### config.mk
export PLATFORM = sky130hd
export DESIGN_NAME = netbus_tx3
export DESIGN_NICKNAME = d
export VERILOG_FILES = /design/src/rtl/netbus_pkg.sv /design/src/rtl/netbus_tx_skid.sv /design/src/rtl/netbus_tx3.sv
export SDC_FILE = /design/constraint.sdc
export NUM_CORES = 1
export LEC_CHECK = 0
export ABC_AREA = 0
export CORE_ASPECT_RATIO = 1.2
export CORE_MARGIN = 3
export CORE_UTILIZATION = 30
export DETAILED_ROUTE_END_ITERATION = 7
export PLACE_DENSITY = 0.59
export SYNTH_ARGS = -nofsm -noshare
export SYNTH_HDL_FRONTEND = slang
export SYNTH_SLANG_ARGS = --single-unit
### constraint.sdc
create_clock -name i_clk -period 7.7 [get_ports i_clk]
set_input_delay 1.54 -clock i_clk [delete_from_list [all_inputs] [get_ports i_clk]]
set_output_delay 1.54 -clock i_clk [all_outputs]
set_load 0.005 [all_outputs]
### src/rtl/netbus_pkg.sv
// Shared NetBus definitions: flit geometry, header field offsets, router FSM states and port-select type.
package netbus_pkg;

   localparam int DATA_WIDTH_DEF = 4;
   localparam int LAST_BIT       = 0;
   localparam int DEST_LSB       = 1;
   localparam int DEST_W         = 8;
   localparam int NUM_PORTS      = 3;

   function automatic int flit_w(input int data_width);
      return data_width * 9 + 14;
   endfunction

   localparam int FLIT_W = flit_w(DATA_WIDTH_DEF);

   typedef enum logic [1:0] {
      IDLE = 2'd0,
      FWD  = 2'd1,
      DROP = 2'd2
   } state_t;

   typedef logic [1:0] port_sel_t;

endpackage

### src/rtl/netbus_tx_skid.sv
// Two-entry valid/ready register slice. The output and the full flag come straight from registers,
// so the upstream ready never sees a combinational path from i_ready.
module netbus_tx_skid
   import netbus_pkg::*;
#(
   parameter int WIDTH = FLIT_W
) (
   input  logic             i_clk,
   input  logic             i_reset,
   input  logic [WIDTH-1:0] i_data,
   input  logic             i_push,
   output logic             o_full,
   output logic [WIDTH-1:0] o_data,
   output logic             o_valid,
   input  logic             i_ready
);

   logic [WIDTH-1:0] r_head;
   logic [WIDTH-1:0] r_tail;
   logic [1:0]       r_count;
   logic             w_pop;
   logic             w_push;

   assign w_pop  = (r_count != 2'd0) && i_ready;
   // A push against a full slice is refused even if a pop frees a slot this cycle.
   assign w_push = i_push && (r_count != 2'd2);

   always_ff @(posedge i_clk) begin
      if (i_reset) begin
         r_count <= 2'd0;
      end else begin
         case ({w_push, w_pop})
            2'b10: begin
               if (r_count == 2'd0) r_head <= i_data;
               else                 r_tail <= i_data;
               r_count <= r_count + 2'd1;
            end
            2'b01: begin
               r_head  <= r_tail;
               r_count <= r_count - 2'd1;
            end
            2'b11: r_head <= i_data;
            default: ;
         endcase
      end
   end

   assign o_full  = (r_count == 2'd2);
   assign o_valid = (r_count != 2'd0);
   assign o_data  = r_head;

endmodule

### src/rtl/netbus_tx3.sv
// Transmit-side frame router: steers whole NetBus frames to one of three ports by header DEST,
// dropping (and counting) frames whose DEST matches no port.
module netbus_tx3
   import netbus_pkg::*;
#(
   parameter int         DATA_WIDTH  = 4,
   parameter logic [7:0] PORT0_ROUTE = 8'h00,
   parameter logic [7:0] PORT1_ROUTE = 8'h01,
   parameter logic [7:0] PORT2_ROUTE = 8'h02
) (
   input  logic                        i_clk,
   input  logic                        i_reset,
   input  logic [DATA_WIDTH*9+14-1:0]  i_wdata,
   input  logic                        i_wvalid,
   output logic                        o_wready,
   output logic [DATA_WIDTH*9+14-1:0]  o_rdata0,
   output logic                        o_rvalid0,
   input  logic                        i_rready0,
   output logic [DATA_WIDTH*9+14-1:0]  o_rdata1,
   output logic                        o_rvalid1,
   input  logic                        i_rready1,
   output logic [DATA_WIDTH*9+14-1:0]  o_rdata2,
   output logic                        o_rvalid2,
   input  logic                        i_rready2,
   output logic [15:0]                 o_drop_cnt
);

   localparam int W = flit_w(DATA_WIDTH);

   state_t              r_state;
   port_sel_t           r_sel;
   logic [15:0]         r_drop_cnt;

   logic [DEST_W-1:0]   w_dest;
   logic                w_last;
   logic                w_match;
   port_sel_t           w_hdr_sel;
   port_sel_t           w_tgt;
   logic [2:0]          w_full;
   logic [3:0]          w_full_ext;
   logic [2:0]          w_push;
   logic [2:0]          w_rvalid;
   logic [2:0]          w_rready;
   logic [W-1:0]        w_rdata [NUM_PORTS];
   logic                w_ready;
   logic                w_accept;
   logic                w_fwd;

   assign w_dest = i_wdata[DEST_LSB +: DEST_W];
   assign w_last = i_wdata[LAST_BIT];

   // Lower port number wins when route IDs collide.
   always_comb begin
      w_match   = 1'b1;
      w_hdr_sel = 2'd0;
      if (w_dest == PORT0_ROUTE)      w_hdr_sel = 2'd0;
      else if (w_dest == PORT1_ROUTE) w_hdr_sel = 2'd1;
      else if (w_dest == PORT2_ROUTE) w_hdr_sel = 2'd2;
      else                            w_match   = 1'b0;
   end

   assign w_tgt      = (r_state == IDLE) ? w_hdr_sel : r_sel;
   assign w_full_ext = {1'b0, w_full};

   always_comb begin
      w_ready = 1'b1;
      case (r_state)
         IDLE:    w_ready = w_match ? !w_full_ext[w_tgt] : 1'b1;
         FWD:     w_ready = !w_full_ext[w_tgt];
         default: w_ready = 1'b1;
      endcase
   end

   assign o_wready = w_ready && !i_reset;
   assign w_accept = i_wvalid && o_wready;
   assign w_fwd    = w_accept && (((r_state == IDLE) && w_match) || (r_state == FWD));
   assign w_rready = {i_rready2, i_rready1, i_rready0};

   genvar gi;
   generate
      for (gi = 0; gi < NUM_PORTS; gi++) begin : g_port
         assign w_push[gi] = w_fwd && (w_tgt == port_sel_t'(gi));

         netbus_tx_skid #(
            .WIDTH (W)
         ) u_skid (
            .i_clk   (i_clk),
            .i_reset (i_reset),
            .i_data  (i_wdata),
            .i_push  (w_push[gi]),
            .o_full  (w_full[gi]),
            .o_data  (w_rdata[gi]),
            .o_valid (w_rvalid[gi]),
            .i_ready (w_rready[gi])
         );
      end
   endgenerate

   always_ff @(posedge i_clk) begin
      if (i_reset) begin
         r_state    <= IDLE;
         r_sel      <= 2'd0;
         r_drop_cnt <= 16'd0;
      end else if (w_accept) begin
         case (r_state)
            IDLE: begin
               if (w_match) begin
                  r_sel <= w_hdr_sel;
                  if (!w_last) r_state <= FWD;
               end else begin
                  if (r_drop_cnt != 16'hFFFF) r_drop_cnt <= r_drop_cnt + 16'd1;
                  if (!w_last) r_state <= DROP;
               end
            end
            FWD:     if (w_last) r_state <= IDLE;
            DROP:    if (w_last) r_state <= IDLE;
            default: r_state <= IDLE;
         endcase
      end
   end

   assign o_rdata0   = w_rdata[0];
   assign o_rdata1   = w_rdata[1];
   assign o_rdata2   = w_rdata[2];
   assign o_rvalid0  = w_rvalid[0];
   assign o_rvalid1  = w_rvalid[1];
   assign o_rvalid2  = w_rvalid[2];
   assign o_drop_cnt = r_drop_cnt;

endmodule

==> results of run 1 <==
==> through the flow <==
stage | setup WS [ns] | instances
final | 2.15 | 1483
after global routing | 2.00 | 1483
after CTS | 2.13 | 1483
after detailed placement | 2.08 | 1422
after global placement | 2.12 | 1422
after floorplan | 0.713 | 675
==> state kept, by name (all words and copies together) (netlist names) <==
signal and count:
g_port.u_skid.o_data 150, g_port.u_skid.r_tail 150, o_drop_cnt 16, g_port.u_skid.r_count 6, r_sel 2, r_state 2
==> synth_stat cells (3+ instances only) <==
cell / count / area share [%]
nor3_1: 9 / 0.36
or2_2: 4 / 0.20
nand4_1: 10 / 0.50
and3_1: 6 / 0.30
clkbuf_1: 19 / 0.57
nor2_1: 24 / 0.72
xor2_1: 9 / 0.63
nand3_1: 3 / 0.12
buf_1: 3 / 0.090
ha_1: 11 / 1.1
mux2_2: 150 / 13
dfxtp_1: 26 / 4.2
o21ai_0: 6 / 0.24
buf_2: 3 / 0.12
edfxtp_1: 300 / 72
or3_1: 6 / 0.30
nor4bb_1: 4 / 0.32
xnor2_1: 10 / 0.70
a21oi_1: 12 / 0.48
inv_1: 12 / 0.36
nand2_1: 10 / 0.30
and4_1: 3 / 0.21
==> metal layers <==
layer / global-route usage [%] / vias up / share of wire (%)
li1: - / 3122 / -
met1: 16.4 / 3488 / 41
met2: 22.6 / 199 / 49
met3: 3.34 / 59 / 5.9
met4: 4.85 / 0 / 3.4
met5: 0 / - / 0
==> power by group through the flow <==
| stage | sequential [mW] | combinational [mW] | clock (mW) |
|---|---|---|---|
| final | 1.94 | 0.116 | 1.65 |
| after floorplan | 1.97 | 0.0535 | 0 |
| after detailed placement | 1.97 | 0.116 | 0 |
| after CTS | 1.94 | 0.118 | 1.70 |
| after global routing | 1.93 | 0.128 | 1.76 |
| after global placement | 1.97 | 0.114 | 0 |
==> path summary, 6_finish.rpt <==
kind,end,startpoint,slack [ns]
worst max-delay path,o_wready,i_wdata[3],2.15
worst min-delay path,g_port[0].u_skid.r_count[1],g_port[0].u_skid.r_count[1],0.51
worst max register to register,g_port[1].u_skid.r_count[1],r_state[1],3.77
worst min register to register,g_port[0].u_skid.r_count[1],g_port[0].u_skid.r_count[1],0.51
==> cell type report <==
| cell class | instances | area (um^2) |
|---|---|---|
| clock buffers | 43 | 948 |
| clock inverters | 18 | 170 |
| fillers | 3727 | 24400 |
| inverters | 12 | 45.0 |
| multi-input cells | 311 | 2930 |
| flip-flops and latches | 326 | 9530 |
| well taps | 539 | 674 |
| repair buffers | 234 | 2320 |
==> cells by family (layout without fill, tap and decap cells) <==
group                      Yosys count  in the layout  synth area share (%)
muxes                              152            152                  13.6
AOI/OAI and AO/OA                   39             39                  2.57
xor gates and xnor gates            19             19                  1.33
DFF                                326            326                  76.0
and+or+nand+nor                     90             90                  4.17
buffers and inverters               38            307                  1.18
adders and majority gates           11             11                  1.10
==> cells in the final DEF (no fill, tap or decap), drive strengths merged, types with 3 or more instances in the layout <==
cell,count
edfxtp,300
clkdlybuf4s50,225
mux2,150
clkbuf,43
dfxtp,26
nor2,24
inv,15
a21oi,13
ha,11
clkinv,11
nand2,10
nand4,10
xnor2,10
nor3,10
xor2,9
buf,9
o21ai,6
or3,6
and3,6
or2,5
nor4bb,4
and4,3
nand3,3
bufinv,3
==> tightest hold or removal path: stages (launching register included) <==
cell and delay, ns:
dfxtp_1 0.33, o21ai_0 0.07, a21oi_1 0.06
==> impl_results.md, run 1 <==
- Endpoint required time on the critical path: 6.16 ns
- Final setup fails: 0
- Number of cells on the worst hold path: 2
- Post-layout nets: 988
- Arrival time of the worst setup path: 4.01 ns
- Clock power share: 44.6%
- Pre-Repair DR Iteration Count: 4
- Setup crit start kind: primary input
- Crit path depth: 7
- Part of the power in combinational logic: 3.1%
- Result of the run: finished, final reports clean
- Final design area excluding fillers: 16600 um^2
- Max-slew headroom: 19.2%
- TritonCTS buffer count: 36
- Fraction of layout cells with a size suffix above 1: 24.4%
- Number of buffer cells added on primary ports: 225
- Tot GR Track Use: 13.3%
- Sw Ratio: 19.6%
- Cell type group with the largest total delay on the critical path: buffers and inverters
- Via count of the routed design: 6868
- Area growth from synthesis to final layout: 32.6%
- Initial antenna violation count: 0
- Clock latency of the later-clocked register in the worst-skew pair: 0.53 ns
- RSZ-0062 raised after global routing: no
- Number of enable-type register cells in the synthesized netlist: 300
- Count of buffer and inverter cells on the critical path: 2
- Synthesis-stage register bit count: 326
- Final weighted congestion in routability-driven placement: 0.807
- Total of warnings raised by yosys: 0
- Critical Path Max Stage Delay: 0.58 ns
- Capturing element type of the critical path: output port
- Remaining number of nets flagged by the antenna check after routing: 0
- Number of pins exceeding their max-slew limit in the final report: 0
- Mapped Avg Cell Area: 18.6 um^2
- Vias in the first global route: 7028
- Seq/Total Area, Yosys: 76.0%
- Area post-placement: 15500 um^2
- Cell count of the worst reg-to-reg path: 11
- Post-Route Setup TNS: 0 ns
- Count of cells resized by post-cts repair: 0
- Slew of the pin with the lowest slew margin: 1.21 ns
- Final Routed Wirelength: 30000 um
- Primary flip-flop cell chosen by synthesis mapping: edfxtp_1
- Die footprint: 44300 um^2
- Class of the tightest hold or removal check: flop to flop
- Post-synthesis net count: 742
- Maximum clock rate: 180 MHz
- Cell count after synthesis: 675
- Number of top-level design ports: 226
- Internal Dissipation: 2.98 mW
- Routed via count divided by cell count: 4.63
- Hold violation total from the final report: 0
- CTS tree: done
- Post-CTS Setup Bufs: 0
- Sinks on the clock net: 326
- Crit path cell chain: clkdlybuf4s50_1 -> nor4_4 -> a41o_1 -> o311a_4 -> nor2_1 -> nor2_1 -> clkdlybuf4s50_1
- DRC viols: 0
- Pin count of the biggest net entering global routing: 52
- Worst clock skew on the final layout: 0.0239 ns
- Aggregate global routing overflow: 0
- Drt wl/cell: 20.2 um
- Share of total power in sequential cells: 52.3%
- H-tree depth: 2
- Area of the core region: 41000 um^2
- Max-cap violations: 0
- Hold-fix buffers, CTS: 0
- Critical setup path kind: primary input to output port
- Initial Utilization: 30.5%
- Antenna cells: 0
- Number of design-rule violations left by the first detailed-router iteration: 403
- CTS clock-pin slew for the worst setup and hold paths: 0.06 ns
- Worst hold slack: 0.506 ns
- Post-route clock period utilization: 72.1%
- Post-synthesis instance area: 12500 um^2
- First-pass GRT wire length: 44400 um
- Minimum clock period after layout: 5.55 ns
- CP max FO: 8
- Share of flip-flops with an asynchronous set or reset after synthesis: 0%
- Synth unique cells: 50
- Number of standard-cell rows in the floorplan: 81
- Final core utilization: 40.5%
- Max stage delay cell, worst path: clkdlybuf4s50_1
- Worst vdd rail ir drop: 0.134 mV
- Chip height: 230 um
- Die Wd: 193 um
- Leakage Power: 5.32 nW
- Half-perimeter wire length after detailed placement: 18500 um
- Areal power density over the cells: 223 nW/um^2
- Switching power of the nets: 0.725 mW
- CTS Root Cell: clkbuf_16
- Max Buffers Root-to-Sink: 3
- Post-route total power: 3.70 mW
(Power assumes the default switching activity.)
==> run 2: changes to the inputs <==
Clock period 7.7 ns to 5.67 ns, I/O delays scaled along.
==> run 2 against run 1 <==
Count of clock-buffer cells in the layout grew 1. Clock power rose by 31%. Sequential power rose by 36%. Critical path depth did not move. Final area is 0.60% higher. Flip-flop and latch count is the same. First-iteration DRC count increased by 11%. Die area unchanged. Clock skew down 0.010 ns. Largest power group unchanged.
==> impl_results.md, run 2 (synthesized netlist as in run 1, its figures left out) <==
- CTS clock-pin slew for the worst setup and hold paths: 0.06 ns
- Post-layout nets: 993
- Worst vdd rail ir drop: 0.158 mV
- Final setup fails: 0
- Aggregate global routing overflow: 0
- Areal power density over the cells: 296 nW/um^2
- Slew of the pin with the lowest slew margin: 0.937 ns
- Count of cells resized by post-cts repair: 0
- Clock latency of the later-clocked register in the worst-skew pair: 0.51 ns
- Max Buffers Root-to-Sink: 3
- Cell count of the worst reg-to-reg path: 10
- Maximum clock rate: 210 MHz
- Hold violation total from the final report: 0
- Final weighted congestion in routability-driven placement: 0.797
- Setup Slack @ Placement: 0.768 ns
- Result of the run: finished, final reports clean
- Fill cells: 3723
- RSZ-0062 raised after global routing: no
- Endpoint required time on the critical path: 4.54 ns
- Sinks on the clock net: 326
- Area of the core region: 41000 um^2
- Capturing element type of the critical path: output port
- Half-perimeter wire length after detailed placement: 18900 um
- Arrival time of the worst setup path: 3.62 ns
- Pin count of the biggest net entering global routing: 51
- Max-cap violations: 0
- Initial antenna violation count: 0
- Number of top-level design ports: 226
- Most common library cell in the layout ignoring fill and taps: edfxtp_1
- Share of total power in sequential cells: 53.1%
- Area growth from synthesis to final layout: 33.4%
- Routed via count divided by cell count: 4.56
- Die footprint: 44300 um^2
- Antenna cells: 0
- Max stage delay cell, worst path: clkdlybuf4s50_1
- Number of design-rule violations left by the first detailed-router iteration: 446
- First-pass GRT wire length: 44100 um
- Cell type group with the largest total delay on the critical path: buffers and inverters
- Crit path depth: 7
- Internal Dissipation: 3.96 mW
- CTS Root Cell: clkbuf_16
- Critical Path Max Stage Delay: 0.60 ns
- Initial Utilization: 30.5%
- Pre-Repair DR Iteration Count: 4
- Fraction of layout cells with a size suffix above 1: 24.9%
- TritonCTS buffer count: 36
- Max-slew headroom: 37.0%
- Sw Ratio: 20.0%
- Chip height: 230 um
- Number of buffer cells added on primary ports: 225
- Post-route clock period utilization: 83.9%
- Post-CTS Setup Bufs: 0
- CTS tree: done
- Count of buffer and inverter cells on the critical path: 2
- Tot GR Track Use: 13.1%
- Class of the tightest hold or removal check: flop to flop
- CP max FO: 8
- Non-filler cells in the finished layout: 1491
- Worst clock skew on the final layout: 0.0138 ns
- Number of standard-cell rows in the floorplan: 81
- Post-Route Setup TNS: 0 ns
- Clock power share: 43.7%
- Final design area excluding fillers: 16700 um^2
- Final Routed Wirelength: 29400 um
- DRC viols: 0
- Most used cells in the layout excluding fill and tap cells: edfxtp_1, clkdlybuf4s50_1, mux2_2
- Final worst setup slack: 0.914 ns
- Setup crit start kind: primary input
- Via count of the routed design: 6793
- Die Wd: 193 um
- Number of pins exceeding their max-slew limit in the final report: 0
- Hold-fix buffers, CTS: 0
- Critical setup path kind: primary input to output port
- Crit path cell chain: clkdlybuf4s50_1 -> nor4_4 -> a41o_1 -> o311a_4 -> nor2_1 -> nor2_1 -> clkdlybuf4s50_1
- Post-route total power: 4.95 mW
- Worst hold slack: 0.514 ns
- Minimum clock period after layout: 4.76 ns
- Number of cells on the worst hold path: 2
- Leakage Power: 5.35 nW
- Switching power of the nets: 0.992 mW
- Final core utilization: 40.7%
- H-tree depth: 2
- Drt wl/cell: 19.7 um
- Remaining number of nets flagged by the antenna check after routing: 0
- Area post-placement: 15600 um^2
- Vias in the first global route: 6929
- Part of the power in combinational logic: 3.2%
- Cell count after placement: 1427
==> run 2: cell count changes in the layout (fill, tap and decap cells not counted) <==
cell / change
clkinvlp_4: +2
inv_6: -1
inv_8: +1
clkinv_4: +1
bufinv_16: -2
buf_12: +7
clkbuf_1: +1
clkinv_2: +1
buf_4: -2
==> run 2: area by class of cell <==
class	count	area (um^2)	area share, %
flip-flops and latches	326	9530	57.0
multi-input cells	311	2930	17.5
repair buffers	239	2440	14.6
clock buffers	44	952	5.70
well taps	539	674	4.03
clock inverters	20	141	0.846
inverters	12	45.0	0.269
==> run 2: power groups by stage <==
stage	Sequential (mW)	Clock, mW	Combinational (mW)
finish	2.63	2.16	0.160
CTS	2.63	2.25	0.162
floorplan	2.68	0	0.0727
global route	2.63	2.33	0.177
detailed placement	2.68	0	0.160
global placement	2.68	0	0.156
==> run 2: path summary, 6_finish.rpt <==
check                              start                           to  slack (ns)
max                           i_wdata[3]                     o_wready        0.91
min          g_port[0].u_skid.r_count[1]  g_port[0].u_skid.r_count[1]        0.51
max reg2reg                   r_state[1]  g_port[1].u_skid.o_data[28]        2.11
min reg2reg  g_port[0].u_skid.r_count[1]  g_port[0].u_skid.r_count[1]        0.51
==> run 2: per-layer routing <==
| layer | part of all wire [%] | GRT usage [%] | vias to the layer above | wire length (um) |
|---|---|---|---|---|
| met5 | 0 | 0 | - | 0 |
| met4 | 1.8 | 3.26 | 0 | 526 |
| met3 | 4.8 | 2.96 | 43 | 1400 |
| met2 | 50 | 22.1 | 167 | 14700 |
| met1 | 43 | 17.1 | 3428 | 12800 |
| li1 | - | - | 3155 | - |
==> run 2: worst reg2reg max path: stages (launching register included) <==
cell and delay, ns:
dfxtp_1 0.31, inv_1 0.07, ha_1 0.37, o21ba_2 0.22, a41o_1 0.27, o311a_4 0.38, o221ai_4 0.35, or2_1 0.19
ha_2 0.52, buf_12 0.26, mux2_2 0.36
==> run 3: changes to the inputs <==
Clock period 5.67 ns to 4.74 ns, I/O delays scaled along.
==> run 3 against run 2 <==
Sequential share of layout area fell by 0.37 points. Clock skew grew 0.0020 ns. Final area rose by 0.66%. Wire length grew 3.6%. Critical path depth is the same. Clock power increased by 21%. Critical path type unchanged. Power rose by 20%. Combinational power rose by 21%. Final cell count up 0.34%. Via count up 0.94%. Non-clock buffer count is 9 higher. Core utilization up 0.27 points. Critical endpoint unchanged.
==> impl_results.md, run 3 (synthesized netlist as in run 1, its figures left out) <==
- Result of the run: finished, final reports clean
- Final worst setup slack: 0.411 ns
- Clock power share: 43.9%
- TritonCTS buffer count: 35
- Post-route clock period utilization: 91.3%
- Arrival time of the worst setup path: 3.38 ns
- Worst vdd rail ir drop: 0.212 mV
- Final weighted congestion in routability-driven placement: 0.800
- Worst hold slack: 0.533 ns
- Cell count of the worst reg-to-reg path: 12
- Leakage Power: 5.41 nW
- Fill cells: 3690
- Areal power density over the cells: 353 nW/um^2
- Crit path cell chain: clkdlybuf4s50_1 -> nor4_4 -> a41o_1 -> o311a_4 -> nor2_1 -> nor2_1 -> clkdlybuf4s50_1
- Half-perimeter wire length after detailed placement: 18700 um
- Setup Slack @ Placement: 0.322 ns
- Cell count after placement: 1436
- Most used cells in the layout excluding fill and tap cells: edfxtp_1, clkdlybuf4s50_1, mux2_2
- Capturing element type of the critical path: output port
- Max stage delay cell, worst path: clkdlybuf4s50_1
- DRC viols: 0
- Non-filler cells in the finished layout: 1496
- First-pass GRT wire length: 45200 um
- Number of pins exceeding their max-slew limit in the final report: 0
- Max-cap violations: 0
- Via count of the routed design: 6857
- Pin count of the biggest net entering global routing: 51
- Max Buffers Root-to-Sink: 3
- Critical path destination: o_wready
- Die Wd: 193 um
- RSZ-0062 raised after global routing: no
- Post-CTS Setup Bufs: 0
- Most common library cell in the layout ignoring fill and taps: edfxtp_1
- Area growth from synthesis to final layout: 34.2%
- Pre-Repair DR Iteration Count: 4
- Final setup fails: 0
- Critical Path Max Stage Delay: 0.58 ns
- Tot GR Track Use: 13.5%
- Remaining number of nets flagged by the antenna check after routing: 0
- Post-route total power: 5.95 mW
- Worst clock skew on the final layout: 0.0158 ns
- H-tree depth: 2
- Fraction of layout cells with a size suffix above 1: 25.5%
- CTS tree: done
- Number of top-level design ports: 226
- Reg2reg start: r_state[0]
- Final Routed Wirelength: 30500 um
- Clock latency of the later-clocked register in the worst-skew pair: 0.51 ns
- Reg-to-reg endpoint: g_port[1].u_skid.r_count[1]
- Slew of the pin with the lowest slew margin: 0.941 ns
- Launching element of the worst setup path: i_wdata[5]
- Setup crit start kind: primary input
- Hold-fix buffers, CTS: 0
- Aggregate global routing overflow: 0
- Minimum clock period after layout: 4.33 ns
- Area of the core region: 41000 um^2
- Post-layout nets: 1001
- Switching power of the nets: 1.17 mW
- Routed via count divided by cell count: 4.58
- Maximum clock rate: 231 MHz
- CTS Root Cell: clkbuf_16
- Count of buffer and inverter cells on the critical path: 2
- Class of the tightest hold or removal check: flop to flop
- Crit path depth: 7
- Number of buffer cells added on primary ports: 225
- Chip height: 230 um
- CP max FO: 8
- Die footprint: 44300 um^2
- Endpoint required time on the critical path: 3.79 ns
- Initial antenna violation count: 0
- Hold Startpoint: g_port[2].u_skid.r_tail[1]
- Sinks on the clock net: 326
- CTS clock-pin slew for the worst setup and hold paths: 0.06 ns
- Share of total power in sequential cells: 52.9%
- Cell type group with the largest total delay on the critical path: buffers and inverters
- Antenna cells: 0
- Count of cells resized by post-cts repair: 0
- Max-slew headroom: 36.8%
- Drt wl/cell: 20.4 um
- Post-Route Setup TNS: 0 ns
- Sw Ratio: 19.7%
- Internal Dissipation: 4.77 mW
- Number of standard-cell rows in the floorplan: 81
- Vias in the first global route: 7148
- Initial Utilization: 30.5%
- Critical setup path kind: primary input to output port
- Part of the power in combinational logic: 3.3%
- Number of design-rule violations left by the first detailed-router iteration: 340
- Setup slack, reg-to-reg: 1.35 ns
- Hold violation total from the final report: 0
run 3: metal layers:
layer  GRT usage, %  share of wire, %  vias to the layer above
met2           24.1                52                      161
met1           16.5                41                     3495
met5              0                 0                        -
met4           3.64               2.0                        0
met3           2.74               4.4                       38
li1               -                 -                     3163
run 3: worst min path at each step:
stage                                       end  slack [ns]  cells after the start
finish               g_port[2].u_skid.o_data[1]        0.53                      1
global route        g_port[0].u_skid.r_count[1]        0.54                      2
CTS                 g_port[0].u_skid.r_count[1]        0.52                      2
detailed placement  g_port[0].u_skid.r_count[1]        0.51                      2
global placement    g_port[1].u_skid.r_count[1]        0.49                      2
floorplan           g_port[0].u_skid.r_count[1]        0.47                      2
run 3: area by class of cell:
type | count | area, um^2 | share of cell area [%]
Multi-Input combinational cell | 311 | 2930 | 17.4
Sequential cell | 326 | 9530 | 56.6
Timing Repair Buffer | 248 | 2560 | 15.2
Clock inverter | 19 | 145 | 0.863
Inverter | 12 | 45.0 | 0.268
Tap cell | 539 | 674 | 4.01
Clock buffer | 41 | 941 | 5.59
run 3: power by group through the flow:
stage	logic, mW	clock network [mW]	registers, mW
2_1_floorplan	0.0869	0	3.21
3_3_place_gp	0.189	0	3.20
3_5_place_dp	0.194	0	3.21
4_1_cts	0.196	2.70	3.14
5_1_grt	0.213	2.80	3.14
6_report	0.193	2.61	3.14
run 3: stage by stage:
step	util, %	area (um^2)
after floorplan	-	12500
after global placement	38.4	15700
after detailed placement	38.4	15700
after CTS	41.0	16800
after global routing	41.0	16800
final	41.0	16800
